`src/rtl/crop_resize.sv`:
```
// Nearest-neighbour crop-and-resize of a bounding box from a column-major RGB image.
// Each output pixel is R+G+B, written column-major into the classifier input buffer.
module crop_resize #(
  parameter int unsigned WIDTH  = 100,
  parameter int unsigned HEIGHT = 100,
  parameter int unsigned OUT_W  = 28,
  parameter int unsigned OUT_H  = 28
) (
  input  logic        clk,
  input  logic        rst_n,
  input  logic        start,
  output logic        done,
  input  logic [10:0] xMin,
  input  logic [10:0] xMax,
  input  logic [10:0] yMin,
  input  logic [10:0] yMax,
  output logic [23:0] rd_addr,
  input  logic [15:0] rddata,
  output logic [15:0] wr_addr,
  output logic [17:0] wr_data,
  output logic        wr_en
);

  localparam int unsigned CRD_W      = 11;
  localparam int unsigned ERR_W      = 12;
  localparam int unsigned SUM_W      = 18;
  localparam int unsigned IDX_W      = 16;
  localparam int unsigned RADDR_W    = 24;
  localparam int unsigned ROW_STRIDE = HEIGHT * 3;
  localparam int unsigned N_PIX      = OUT_W * OUT_H;

  typedef enum logic [3:0] {
    S_IDLE, S_ZERO, S_RD0, S_RD1, S_RD2, S_WR,
    S_ADVY, S_ADVY_LP, S_ADVX, S_ADVX_LP, S_DONE
  } state_t;

  state_t             state_q, state_d;
  logic [CRD_W-1:0]   ymin_q, ymin_d;
  logic [ERR_W-1:0]   bw_q, bw_d, bh_q, bh_d;
  logic [IDX_W-1:0]   ox_q, ox_d, oy_q, oy_d, zcnt_q, zcnt_d;
  logic [CRD_W-1:0]   sx_q, sx_d, sy3_q, sy3_d;
  logic [ERR_W-1:0]   errx_q, errx_d, erry_q, erry_d;
  logic [SUM_W-1:0]   sum_q, sum_d;

  logic               box_bad;
  logic [ERR_W-1:0]   bw_new, bh_new;
  logic [ERR_W-1:0]   errx_add, errx_sub, erry_add, erry_sub;
  logic [RADDR_W-1:0] base_addr;
  logic [IDX_W-1:0]   pix_addr;

  assign box_bad   = (xMin > xMax) || (yMin > yMax);
  assign bw_new    = ERR_W'(xMax) - ERR_W'(xMin) + ERR_W'(1);
  assign bh_new    = ERR_W'((yMax - yMin) / 11'd3) + ERR_W'(1);
  assign errx_add  = errx_q + bw_q;
  assign errx_sub  = errx_q - ERR_W'(OUT_W);
  assign erry_add  = erry_q + bh_q;
  assign erry_sub  = erry_q - ERR_W'(OUT_H);
  assign base_addr = RADDR_W'(32'(sx_q) * ROW_STRIDE + 32'(sy3_q));
  assign pix_addr  = IDX_W'(32'(ox_q) * OUT_H + 32'(oy_q));

  // State and datapath registers
  always_ff @(posedge clk or negedge rst_n) begin
    if (!rst_n) begin
      state_q <= S_IDLE;
      ymin_q  <= '0;
      bw_q    <= '0;
      bh_q    <= '0;
      ox_q    <= '0;
      oy_q    <= '0;
      zcnt_q  <= '0;
      sx_q    <= '0;
      sy3_q   <= '0;
      errx_q  <= '0;
      erry_q  <= '0;
      sum_q   <= '0;
    end else begin
      state_q <= state_d;
      ymin_q  <= ymin_d;
      bw_q    <= bw_d;
      bh_q    <= bh_d;
      ox_q    <= ox_d;
      oy_q    <= oy_d;
      zcnt_q  <= zcnt_d;
      sx_q    <= sx_d;
      sy3_q   <= sy3_d;
      errx_q  <= errx_d;
      erry_q  <= erry_d;
      sum_q   <= sum_d;
    end
  end

  // Next-state and output decode
  always_comb begin
    state_d = state_q;
    ymin_d  = ymin_q;
    bw_d    = bw_q;
    bh_d    = bh_q;
    ox_d    = ox_q;
    oy_d    = oy_q;
    zcnt_d  = zcnt_q;
    sx_d    = sx_q;
    sy3_d   = sy3_q;
    errx_d  = errx_q;
    erry_d  = erry_q;
    sum_d   = sum_q;
    done    = 1'b0;
    wr_en   = 1'b0;
    rd_addr = '0;
    wr_addr = '0;
    wr_data = '0;

    case (state_q)
      S_IDLE, S_DONE: begin
        done = (state_q == S_DONE);
        if (start) begin
          ymin_d  = yMin;
          bw_d    = bw_new;
          bh_d    = bh_new;
          ox_d    = '0;
          oy_d    = '0;
          zcnt_d  = '0;
          sx_d    = xMin;
          sy3_d   = yMin;
          errx_d  = '0;
          erry_d  = '0;
          state_d = box_bad ? S_ZERO : S_RD0;
        end
      end
      S_ZERO: begin
        wr_en   = 1'b1;
        wr_addr = zcnt_q;
        zcnt_d  = zcnt_q + IDX_W'(1);
        if (zcnt_q == IDX_W'(N_PIX - 1)) state_d = S_DONE;
      end
      S_RD0: begin
        rd_addr = base_addr;
        state_d = S_RD1;
      end
      S_RD1: begin
        rd_addr = base_addr + RADDR_W'(1);
        sum_d   = SUM_W'(rddata);
        state_d = S_RD2;
      end
      S_RD2: begin
        rd_addr = base_addr + RADDR_W'(2);
        sum_d   = sum_q + SUM_W'(rddata);
        state_d = S_WR;
      end
      S_WR: begin
        wr_en   = 1'b1;
        wr_addr = pix_addr;
        wr_data = sum_q + SUM_W'(rddata);
        state_d = S_ADVY;
      end
      S_ADVY: begin
        if (oy_q == IDX_W'(OUT_H - 1)) begin
          state_d = S_ADVX;
        end else begin
          oy_d    = oy_q + IDX_W'(1);
          erry_d  = erry_add;
          state_d = (erry_add >= ERR_W'(OUT_H)) ? S_ADVY_LP : S_RD0;
        end
      end
      S_ADVY_LP: begin
        erry_d  = erry_sub;
        sy3_d   = sy3_q + CRD_W'(3);
        state_d = (erry_sub >= ERR_W'(OUT_H)) ? S_ADVY_LP : S_RD0;
      end
      S_ADVX: begin
        oy_d   = '0;
        sy3_d  = ymin_q;
        erry_d = '0;
        if (ox_q == IDX_W'(OUT_W - 1)) begin
          state_d = S_DONE;
        end else begin
          ox_d    = ox_q + IDX_W'(1);
          errx_d  = errx_add;
          state_d = (errx_add >= ERR_W'(OUT_W)) ? S_ADVX_LP : S_RD0;
        end
      end
      S_ADVX_LP: begin
        errx_d = errx_sub;
        // Never step the source column past the image edge
        if (sx_q < CRD_W'(WIDTH - 1)) sx_d = sx_q + CRD_W'(1);
        state_d = (errx_sub >= ERR_W'(OUT_W)) ? S_ADVX_LP : S_RD0;
      end
      default: state_d = S_IDLE;
    endcase
  end

endmodule

```
`config.mk`:
```
export PLATFORM = sky130hd
export DESIGN_NAME = crop_resize
export DESIGN_NICKNAME = d
export VERILOG_FILES = /design/src/rtl/crop_resize.sv
export SDC_FILE = /design/constraint.sdc
export NUM_CORES = 1
export LEC_CHECK = 0
export BUFFER_PORTS_ARGS = -buffer_cell sky130_fd_sc_hd__clkbuf_2
export CORE_MARGIN = 2
export CORE_UTILIZATION = 45
export DETAILED_ROUTE_END_ITERATION = 12
export MAX_ROUTING_LAYER = met4
export PLACE_DENSITY_LB_ADDON = 0.12
export SKIP_CTS_REPAIR_TIMING = 1
export SLEW_MARGIN = 20
export SYNTH_ARGS = -nofsm -noshare
export SYNTH_HDL_FRONTEND = slang
export SYNTH_SLANG_ARGS = --single-unit
```
`constraint.sdc`:
```
create_clock -name clk -period 7.3 [get_ports clk]
set_input_delay 0 -clock clk [delete_from_list [all_inputs] [get_ports clk]]
set_output_delay 0 -clock clk [all_outputs]
set_load 0.01 [all_outputs]
```
After elaboration in Yosys (flattened, before gate mapping):

Index checks and enable logic that the tools add are counted.
W data, S select, Z words.

* flip-flop bits (word level): 151
* input port bits: 63
* output and inout bits: 60
* word-level logic and storage cells: 111

* add/sub/neg operators: 18
* multiply operators: 2
* div/mod/pow operators: 1
* order comparisons: 7
* eq/ne operators: 18
* multiplexer cells: 32
* reductions and logical operators: 21

Operators with widths (number)
* $pmux W16 S2: 3
* $pmux W22 S3: 1
* $add A16 B1 Y16 const B: 3
* $ge A12 B5 Y1 const B: 4
* $mux W16: 3
* $pmux W12 S4: 1
* $pmux W16 S3: 1
* $pmux W4 S10: 1
* $mux W12: 3
* $pmux W12 S3: 1
* $pmux W18 S2: 1
* $mux W11: 3
* $pmux W11 S3: 1
* $eq A16 B5 Y1 const B: 2
* $add A12 B1 Y12 const B: 2
* $add A12 B12 Y12: 2
* $mux W4: 6
* $sub A11 B11 Y12: 2
* $sub A12 B5 Y12 const B: 2
* $add A21 B1 Y22 const B: 1
* $add A21 B2 Y22 const B: 1
* $gt A11 B11 Y1: 2
* $pmux W11 S2: 1
* $add A20 B11 Y21: 1
* other kinds (26): 51

Longest topological paths before layout:

Gate-level depths: netlist (run 1).

* depth in word-level cells: 5
* mapped depth: 27
* depth with buffers taken out: 25

Worst setup path before layout (run 1):

No wires, ideal clock.

* path kind: register to output
* from: reg sx_q[4]
* to: out rd_addr[19]
* arrival time: 5236 ps
* data required time: 7300 ps
* slack: 2064 ps
* cell stages (with the launch flop): 22
* buffers on the path: 0
* cell sequence: dfrtp_1 > ha_1 > ha_1 > inv_1 > fa_1 > fa_1 > inv_1 > ha_1 > o21ai_0 > nor2b_1 > xnor2_1 > ha_1 > o21a_1 > o31a_1 > o2111ai_1 > xor2_1 > inv_1 > nor3b_1 > nand3_1 > nor3b_1 > xnor2_1 > a221o_1

* longest elaborated chain between the ends: 4
* elaborated cells on any way between the ends: 5
* classes of those cells: 3 x add/sub; 1 x mul; 1 x mux

RTL lines
* from (decl): RTL line 41 `logic [CRD_W-1:0] sx_q, sx_d, sy3_q, sy3_d;`
* from (signal assigned): RTL line 71 `sx_q <= '0;`
* from (signal assigned): RTL line 84 `sx_q <= sx_d;`
* $mul A11 B7 Y18 *: RTL line 58 `assign base_addr = RADDR_W'(32'(sx_q) * ROW_STRIDE + 32'(sy3_q));`
* $add A20 B11 Y21 *: RTL line 58
* $add A21 B2 Y22 / $add A21 B1 Y22 (equally long branches): RTL line 145, 140
* $pmux W22 S3 *: RTL line 112 `case (state_q)`
* to (decl): RTL line 17 `output logic [23:0] rd_addr,`

Mark *: on every way between the ends. The rest lies on a longest branch, timed or not.

Final worst setup path (run 1):

* from: in yMin[0]
* to: reg bh_q[6]

* longest elaborated chain between the ends: 3

RTL lines
* from (decl): RTL line 15 `input logic [10:0] yMin,`
* $sub A11 B11 Y12: RTL line 53 `assign bh_new = ERR_W'((yMax - yMin) / 11'd3) + ERR_W'(1);`
* $div A12 B2 Y12: RTL line 53
* $add A12 B1 Y12: RTL line 53
* to (signal assigned): RTL line 80 `bh_q <= bh_d;`
* to (decl): RTL line 39 `logic [ERR_W-1:0] bw_q, bw_d, bh_q, bh_d;`

No other way between the ends.
A chain may end at the register's enable or synchronous reset.

==> results of run 1 <==
## registers in the layout, summed over array words and instances, names as in the netlist
register / flops
oy_q: 16
ymin_q: 11
sum_q: 18
bw_q: 12
ox_q: 16
sy3_q: 11
state_q: 4
sx_q: 11
bh_q: 12
zcnt_q: 16
errx_q: 12
erry_q: 12
## metrics by stage
step | setup WS, ns | util | instances | total power [uW] | hold WS, ns
floorplan | 2.064 | - | 2058 | 1450 | -0.2956
global placement | 1.114 | 0.4873 | 2583 | 1627 | -0.04678
detailed placement | 0.8420 | 0.4873 | 2583 | 1634 | -0.04356
CTS | 0.8936 | 0.5026 | 2615 | 2492 | -0.5243
global route | 0.2130 | 0.5136 | 2655 | 2633 | 0.006182
finish | 0.6845 | 0.5136 | 2655 | 2500 | -0.01568
## power groups by stage
stage / clock network [uW] / logic (uW) / registers [uW]
after detailed placement: 0 / 777 / 857
after global placement: 0 / 770 / 857
final: 851 / 808 / 841
after global routing: 902 / 890 / 841
after CTS: 869 / 782 / 841
after floorplan: 0 / 593 / 857
## worst paths after layout
path | end | depth (start not counted)
min in group asynchronous | sum_q[12]$_DFFE_PN0P_ | 2
setup reg to reg | ox_q[15]$_DFFE_PN0P_ | 14
max in group asynchronous | bh_q[10]$_DFFE_PN0P_ | 4
hold reg to reg | ymin_q[8]$_DFFE_PN0P_ | 2
setup / recovery | bh_q[6]$_DFFE_PN0P_ | 26
hold / removal | sx_q[2]$_DFFE_PN0P_ | 3
## cell families after synthesis
group	synth area share
AOI/OAI and AO/OA	0.2390
muxes	0.009104
DFF	0.2310
other	0.0002293
adders and majority gates	0.1827
and+or+nand+nor	0.1981
xor gates and xnor gates	0.08760
buffers and inverters	0.05218
## synth_stat cells (7+ instances only)
| master | number |
|---|---|
| nand3_1 | 65 |
| or3_1 | 19 |
| nand4_1 | 23 |
| nor3_1 | 54 |
| a21oi_1 | 165 |
| a31oi_1 | 13 |
| inv_1 | 153 |
| a2111oi_0 | 8 |
| o21ai_0 | 177 |
| o21ai_1 | 7 |
| o31ai_1 | 11 |
| o21a_1 | 19 |
| buf_2 | 7 |
| nor3b_1 | 7 |
| o211ai_1 | 11 |
| fa_1 | 33 |
| xnor2_1 | 107 |
| and2_1 | 22 |
| xor2_1 | 51 |
| nor4_1 | 13 |
| dfrtp_1 | 151 |
| nand2_1 | 207 |
| a22oi_1 | 18 |
| o22ai_1 | 10 |
| o21bai_1 | 28 |
| clkbuf_1 | 52 |
| mux2i_1 | 9 |
| a21o_1 | 34 |
| a211oi_1 | 17 |
| o221ai_1 | 11 |
| nor2b_1 | 19 |
| nand2b_1 | 17 |
| and3_1 | 28 |
| ha_1 | 186 |
| nor2_1 | 173 |
## layer usage
layer,up-vias,routed length (um),global-route usage
met5,-,0,-
met4,0,532,0.05299
met3,34,2112,0.03280
met2,349,20530,0.3917
met1,7250,21310,0.3288
li1,7601,-,-
## critical path, stage by stage
cell and delay (ns):
dlygate4sd3_1 0.53, clkbuf_2 0.13, ha_1 0.22, inv_1 0.07, fa_1 0.44, a211oi_2 0.39, nor3_2 0.12, o21a_1 0.25
nor2_2 0.60, o211ai_2 0.16, nand2b_1 0.19, a32oi_2 0.33, and2_1 0.42, mux2i_1 0.19, o21a_1 0.23, a211oi_4 0.45
xnor2_1 0.24, ha_1 0.30, nand3b_1 0.19, a2111oi_2 0.39, o21ai_0 0.19, o311a_1 0.19, ha_1 0.28, nand4b_1 0.14
xor2_1 0.17, o21ai_0 0.09
## final cells by class
cell class	count	area, um^2
multi-input cells	1687	11750
inverters	153	574.3
diodes	1	2.502
flip-flops and latches	151	3779
clock inverters	14	117.6
well taps	461	576.8
clock buffers	18	429.2
fillers	3504	17340
repair buffers	170	1082
==> metrics.md, run 1 <==
| Metric | Value |
|---|---|
| Outcome | `complete, but fails checks` |
| Failing checks | `negative hold slack` |
| Most frequent cells in the layout | `nand2_1 (206), ha_1 (186), o21ai_0 (177), nor2_1 (173), a21oi_1 (165)` |
| Clock sink count | `151` |
| GR Util All Layers | `0.2441` |
| Commonest non-fill, non-tap cell in the layout | `nand2_1` |
| Synthesis Warnings | `0` |
| Reg2Reg Launch Point | `ox_q[8]$_DFFE_PN0P_` |
| Drt first pass iters | `5` |
| Initial core utilization | `0.4587` |
| Gate Count Post-Synth | `2056` |
| Largest net degree at the start of global routing | `90` |
| EDFF count, synth | `0` |
| Ys flop type | `dfrtp_1` |
| Die Ht | `194.6 um` |
| Share of post-route cells with drive strength above 1 | `0.09394` |
| Setup TNS | `0 ns` |
| Seq pwr share | `0.337` |
| Tmin final | `6.616 ns` |
| Max_cap viols | `0` |
| DR vias | `15234` |
| Drt initial violations | `927` |
| Worst setup SP type | `input pin` |
| Routed wire length | `44480 um` |
| Grt ovf | `0` |
| Area Overhead vs Synth | `11.98%` |
| Root buffer cell | `clkbuf_16` |
| Via density | `5.738` |
| Design area | `18310 um^2` |
| IO Port Bufs | `119` |
| Nets@finish | `2462` |
| # DRC | `0` |
| Post-DP HPWL | `34280 um` |
| Largest area contributor in the netlist | `dfrtp_1` |
| RSZ-0062 raised after global routing | `false` |
| Comb pwr share | `0.323` |
| Mapped Avg Cell Area | `7.954 um^2` |
| Final Hold Fails | `2` |
| Worst hold margin | `-0.01568 ns` |
| DR WL/cell | `16.75 um` |
| Post-synth top area share | `0.2310` |
| Kind of critical path | `input pin to flip-flop` |
| Net Sw Power | `915.4 uW` |
| Die area | `37880 um^2` |
| Pwr per Cell Area | `136.5 nW/um^2` |
| Synth cell types | `95` |
| # IOs | `123` |
| Hold crit path type | `input pin to flip-flop` |
| Worst-margin pin slew | `1.082 ns` |
| Async S/R FF share, synth | `1.000` |
| Total clock buffers created by CTS | `17` |
| Origin of the worst setup path | `yMin[0]` |
| First-pass GRT wire length | `73850 um` |
| Max FO, Critical Path | `16` |
| Number of global-route vias before repair | `14521` |
| H-tree depth | `4` |
| Worst skew pair latency | `0.44 ns` |
| Sw Ratio | `0.3661` |
| CTS tree | `done` |
| Post-Place Cell Area | `17370 um^2` |
| Final ANT Viol Nets | `0` |
| Share of synthesized area occupied by flip-flops and latches | `0.2310` |
| Synth Register Bits | `151` |
| Worst reg-to-reg setup slack | `2.75 ns` |
| Setup-failing EPs final | `0` |
| Fmax | `0.1512 GHz` |
| Ranking of synthesized cells by area | `dfrtp_1 (23%), ha_1 (14%), xnor2_1 (5.7%)` |
| CP required | `7.58 ns` |
| FP Rows | `69` |
| Skew final | `0.01371 ns` |
| CP arrival | `6.90 ns` |
| Max transition margin | `0.2687` |
| RePlAce Congestion | `0.8649` |
| Reg clk slew, reported paths | `0.07 ns` |
| HP Start | `xMin[2]` |
| Final Slew Violations | `0` |
| Post-Synthesis Cell Area | `16350 um^2` |
| Core area | `35660 um^2` |
| Total internal power | `1585 uW` |
| DIE WIDTH | `194.6 um` |
| Clk pwr share | `0.340` |
| Initial antenna violation count | `1` |
| CTS max path bufs | `2` |
| Fin crit share | `0.9062` |
| Pleak | `0.008629 uW` |
| Crit end category | `flip-flop` |
| Peak VDD IR | `0.1466 mV` |
Power figures use the tool's default switching activity.
==> run 2, diff against run 1 <==
==> constraint.sdc (replaced) <==
create_clock -name clk -period 6.3 [get_ports clk]
set_input_delay 1.26 -clock clk [delete_from_list [all_inputs] [get_ports clk]]
set_output_delay 1.26 -clock clk [all_outputs]
set_load 0.01 [all_outputs]
==> run 2 against run 1 <==
Compared with the run above: the flow finishes with violations (negative setup slack); routed wire length increased by 5.1%; core utilization rose by 4.0 points; via count grew 3.4%; final cell count rose by 5.0%; register-to-register slack got worse by 0.90 ns; global-route usage is 0.76 points higher; flip-flop and latch count did not move; sequential share of layout area is 1.5 points lower; hold slack better by 0.50 ns; critical endpoint is now rd_addr[18]; largest power group is now combinational logic.
==> metrics.md, run 2 (synthesis results as in run 1) <==
| Metric | Value |
|---|---|
| CTS max path bufs | `2 (unchanged)` |
| Drt initial violations | `893 (-3.7%)` |
| Reg clk slew, reported paths | `0.07 ns (about the same)` |
| Final Slew Violations | `0 (unchanged)` |
| Post-DP HPWL | `36660 um (+6.9%)` |
| Critical path's largest stage delay | `0.50 ns (-0.10 ns)` |
| Max_cap viols | `0 (unchanged)` |
| CP arrival | `5.48 ns (-1.42 ns)` |
| CP max-delay cell | `fa_1` |
| Register area | `3780 um^2 (about the same)` |
| # DRC | `0 (unchanged)` |
| Crit path buf inv count | `8 (+5)` |
| DP Worst Slack | `-0.2678 ns (-1.110 ns)` |
| Worst-margin pin slew | `1.037 ns (-0.04444 ns)` |
| Crit end category | `output port` |
| Skew final | `0.01520 ns (+0.001497 ns)` |
| H-tree depth | `4 (unchanged)` |
| Max transition margin | `0.3032 (+0.03447)` |
| Setup TNS | `-2.375 ns (-2.375 ns)` |
| Die area | `37880 um^2 (unchanged)` |
| Total clock buffers created by CTS | `17 (unchanged)` |
| DR vias | `15752 (+3.4%)` |
| RePlAce Congestion | `0.8862 (+2.5%)` |
| Largest register by flop count | `sum_q` |
| Tmin final | `6.743 ns` |
| Power Total | `3272 uW (+31%)` |
| Max reg flops | `18 (unchanged)` |
| CP required | `5.04 ns (-2.54 ns)` |
| Final Hold Fails | `0 (-2)` |
| IO Port Bufs | `119 (unchanged)` |
| Number of global-route vias before repair | `15259 (+5.1%)` |
| Delay-heaviest family, CP | `adder cells` |
| DIE WIDTH | `194.6 um (unchanged)` |
| Failing checks | `negative setup slack` |
| First-pass GRT wire length | `76350 um (+3.4%)` |
| Multi-input gate area | `12140 um^2 (+3.3%)` |
| Hold crit path type | `flip-flop to flip-flop` |
| Pwr per Cell Area | `165.8 nW/um^2 (+21%)` |
| Max FO, Critical Path | `3 (-13)` |
| Most frequent CP cell | `buf_4` |
| Fmax | `0.1483 GHz` |
| HP Start | `ymin_q[10]$_DFFE_PN0P_` |
| Inserted Diodes | `0 (-1)` |
| Worst hold margin | `0.4862 ns (+0.5019 ns)` |
| Final ANT Viol Nets | `0 (unchanged)` |
| Setup-failing EPs final | `9 (+9)` |
| Worst Reg-to-Reg Cells | `14 (unchanged)` |
| RSZ-0062 raised after global routing | `true` |
| DR WL/cell | `16.78 um (+0.15%)` |
| Worst path depth | `24 (-7.7%)` |
| Final Util | `0.5535 (+0.03990)` |
| Worst setup SP type | `flip-flop` |
| Kind of critical path | `flip-flop to output port` |
| Fin crit share | `1.070` |
| Filler cell count | `3391 (-3.2%)` |
| CTS tree | `done` |
| Grt ovf | `0 (unchanged)` |
| Post-route worst setup slack | `-0.4434 ns (-1.128 ns)` |
| WHS Path Cells | `2 (-1)` |
| Critical-path cell list | `ha_1 -> ha_4 -> inv_2 -> fa_1 -> fa_1 -> inv_2 -> ha_4 -> buf_6 -> buf_4 -> xnor2_2 -> ha_1 -> o21a_1 -> o31a_1 -> buf_4 -> a21oi_2 -> buf_4 -> nand2_1 -> nor3b_1 -> nand3_2 -> buf_4 -> nor3b_1 -> mux2i_1 -> nor2_1 -> buf_2` |
| Pleak | `0.009523 uW (+10%)` |
| Peak VDD IR | `0.1997 mV (+36%)` |
| Origin of the worst setup path | `sx_q[6]$_DFFE_PN0P_` |
| Nets@finish | `2596 (+5.4%)` |
| Via density | `5.652 (-1.5%)` |
| Most frequent cells in the layout | `nand2_1 (204), ha_1 (180), buf_4 (179), nor2_1 (169), o21ai_0 (167)` |
| FP Rows | `69 (unchanged)` |
| # IOs | `123 (unchanged)` |
| Routed wire length | `46760 um (+5.1%)` |
| Area Overhead vs Synth | `20.68%` |
| Root buffer cell | `clkbuf_16` |
| Largest net degree at the start of global routing | `90 (unchanged)` |
| Initial core utilization | `0.4587 (unchanged)` |
| GR Util All Layers | `0.2517 (+0.007596)` |
| Drt first pass iters | `5 (unchanged)` |
| Die Ht | `194.6 um (unchanged)` |
| Initial antenna violation count | `0 (-1)` |
| Reg2Reg Launch Point | `ox_q[8]$_DFFE_PN0P_` |
| Commonest non-fill, non-tap cell in the layout | `nand2_1` |
| Core area | `35660 um^2 (unchanged)` |
| Share of post-route cells with drive strength above 1 | `0.1887 (+0.09480)` |
| Worst skew pair latency | `0.44 ns (about the same)` |
| Outcome | `complete, but fails checks` |
| Clock sink count | `151 (unchanged)` |
-- run 2: changes by cell type in the layout (fill, tap and decap cells not counted), sizes merged --
cell | previous run | this run
buf | 13 | 192
dlygate4sd3 | 39 | 0
clkbuf | 136 | 131
clkinvlp | 5 | 0
bufinv | 0 | 4
inv | 160 | 157
clkinv | 2 | 4
diode | 1 | 0
-- run 2: final timing paths --
kind	end	slack, ns
max	rd_addr[18]	-0.44
min	ymin_q[10]$_DFFE_PN0P_	0.49
max reg2reg	ox_q[15]$_DFFE_PN0P_	1.85
min reg2reg	ymin_q[10]$_DFFE_PN0P_	0.49
max in group asynchronous	ox_q[2]$_DFFE_PN0P_	4.26
min in group asynchronous	sum_q[10]$_DFFE_PN0P_	0.73
-- run 2: per-stage QoR --
stage                     instance area [um^2]  instances
after floorplan                          16400       2058
after global placement                   18640       2745
after detailed placement                 18640       2745
after CTS                                19270       2776
after global routing                     19740       2787
final                                    19740       2787
-- run 2: layout make-up --
type                    instances  share of cell area
repair buffers                304              0.1028
well taps                     461             0.02923
clock buffers                  19             0.02244
clock inverters                12            0.009700
flip-flops and latches        151              0.1915
multi-input cells            1687              0.6153
inverters                     153             0.02910
-- run 2: worst min-delay path, stage by stage, from the launching register on --
cell     delay (ns)
dfrtp_1        0.35
nand2_1        0.05
o21ai_0        0.06
-- run 2: report_power, final --
part | switching (uW) | internal (uW) | total, uW
clock | 454 | 681 | 1140
sequential | 2.74 | 972 | 975
combinational | 634 | 528 | 1160
total | 1090 | 2180 | 3270
-- run 2: layer usage --
metal	track usage	up-vias	wire length (um)
li1	-	7847	-
met1	0.3342	7513	22080
met2	0.4126	348	21980
met3	0.02915	44	2012
met4	0.05670	0	687
met5	-	-	0
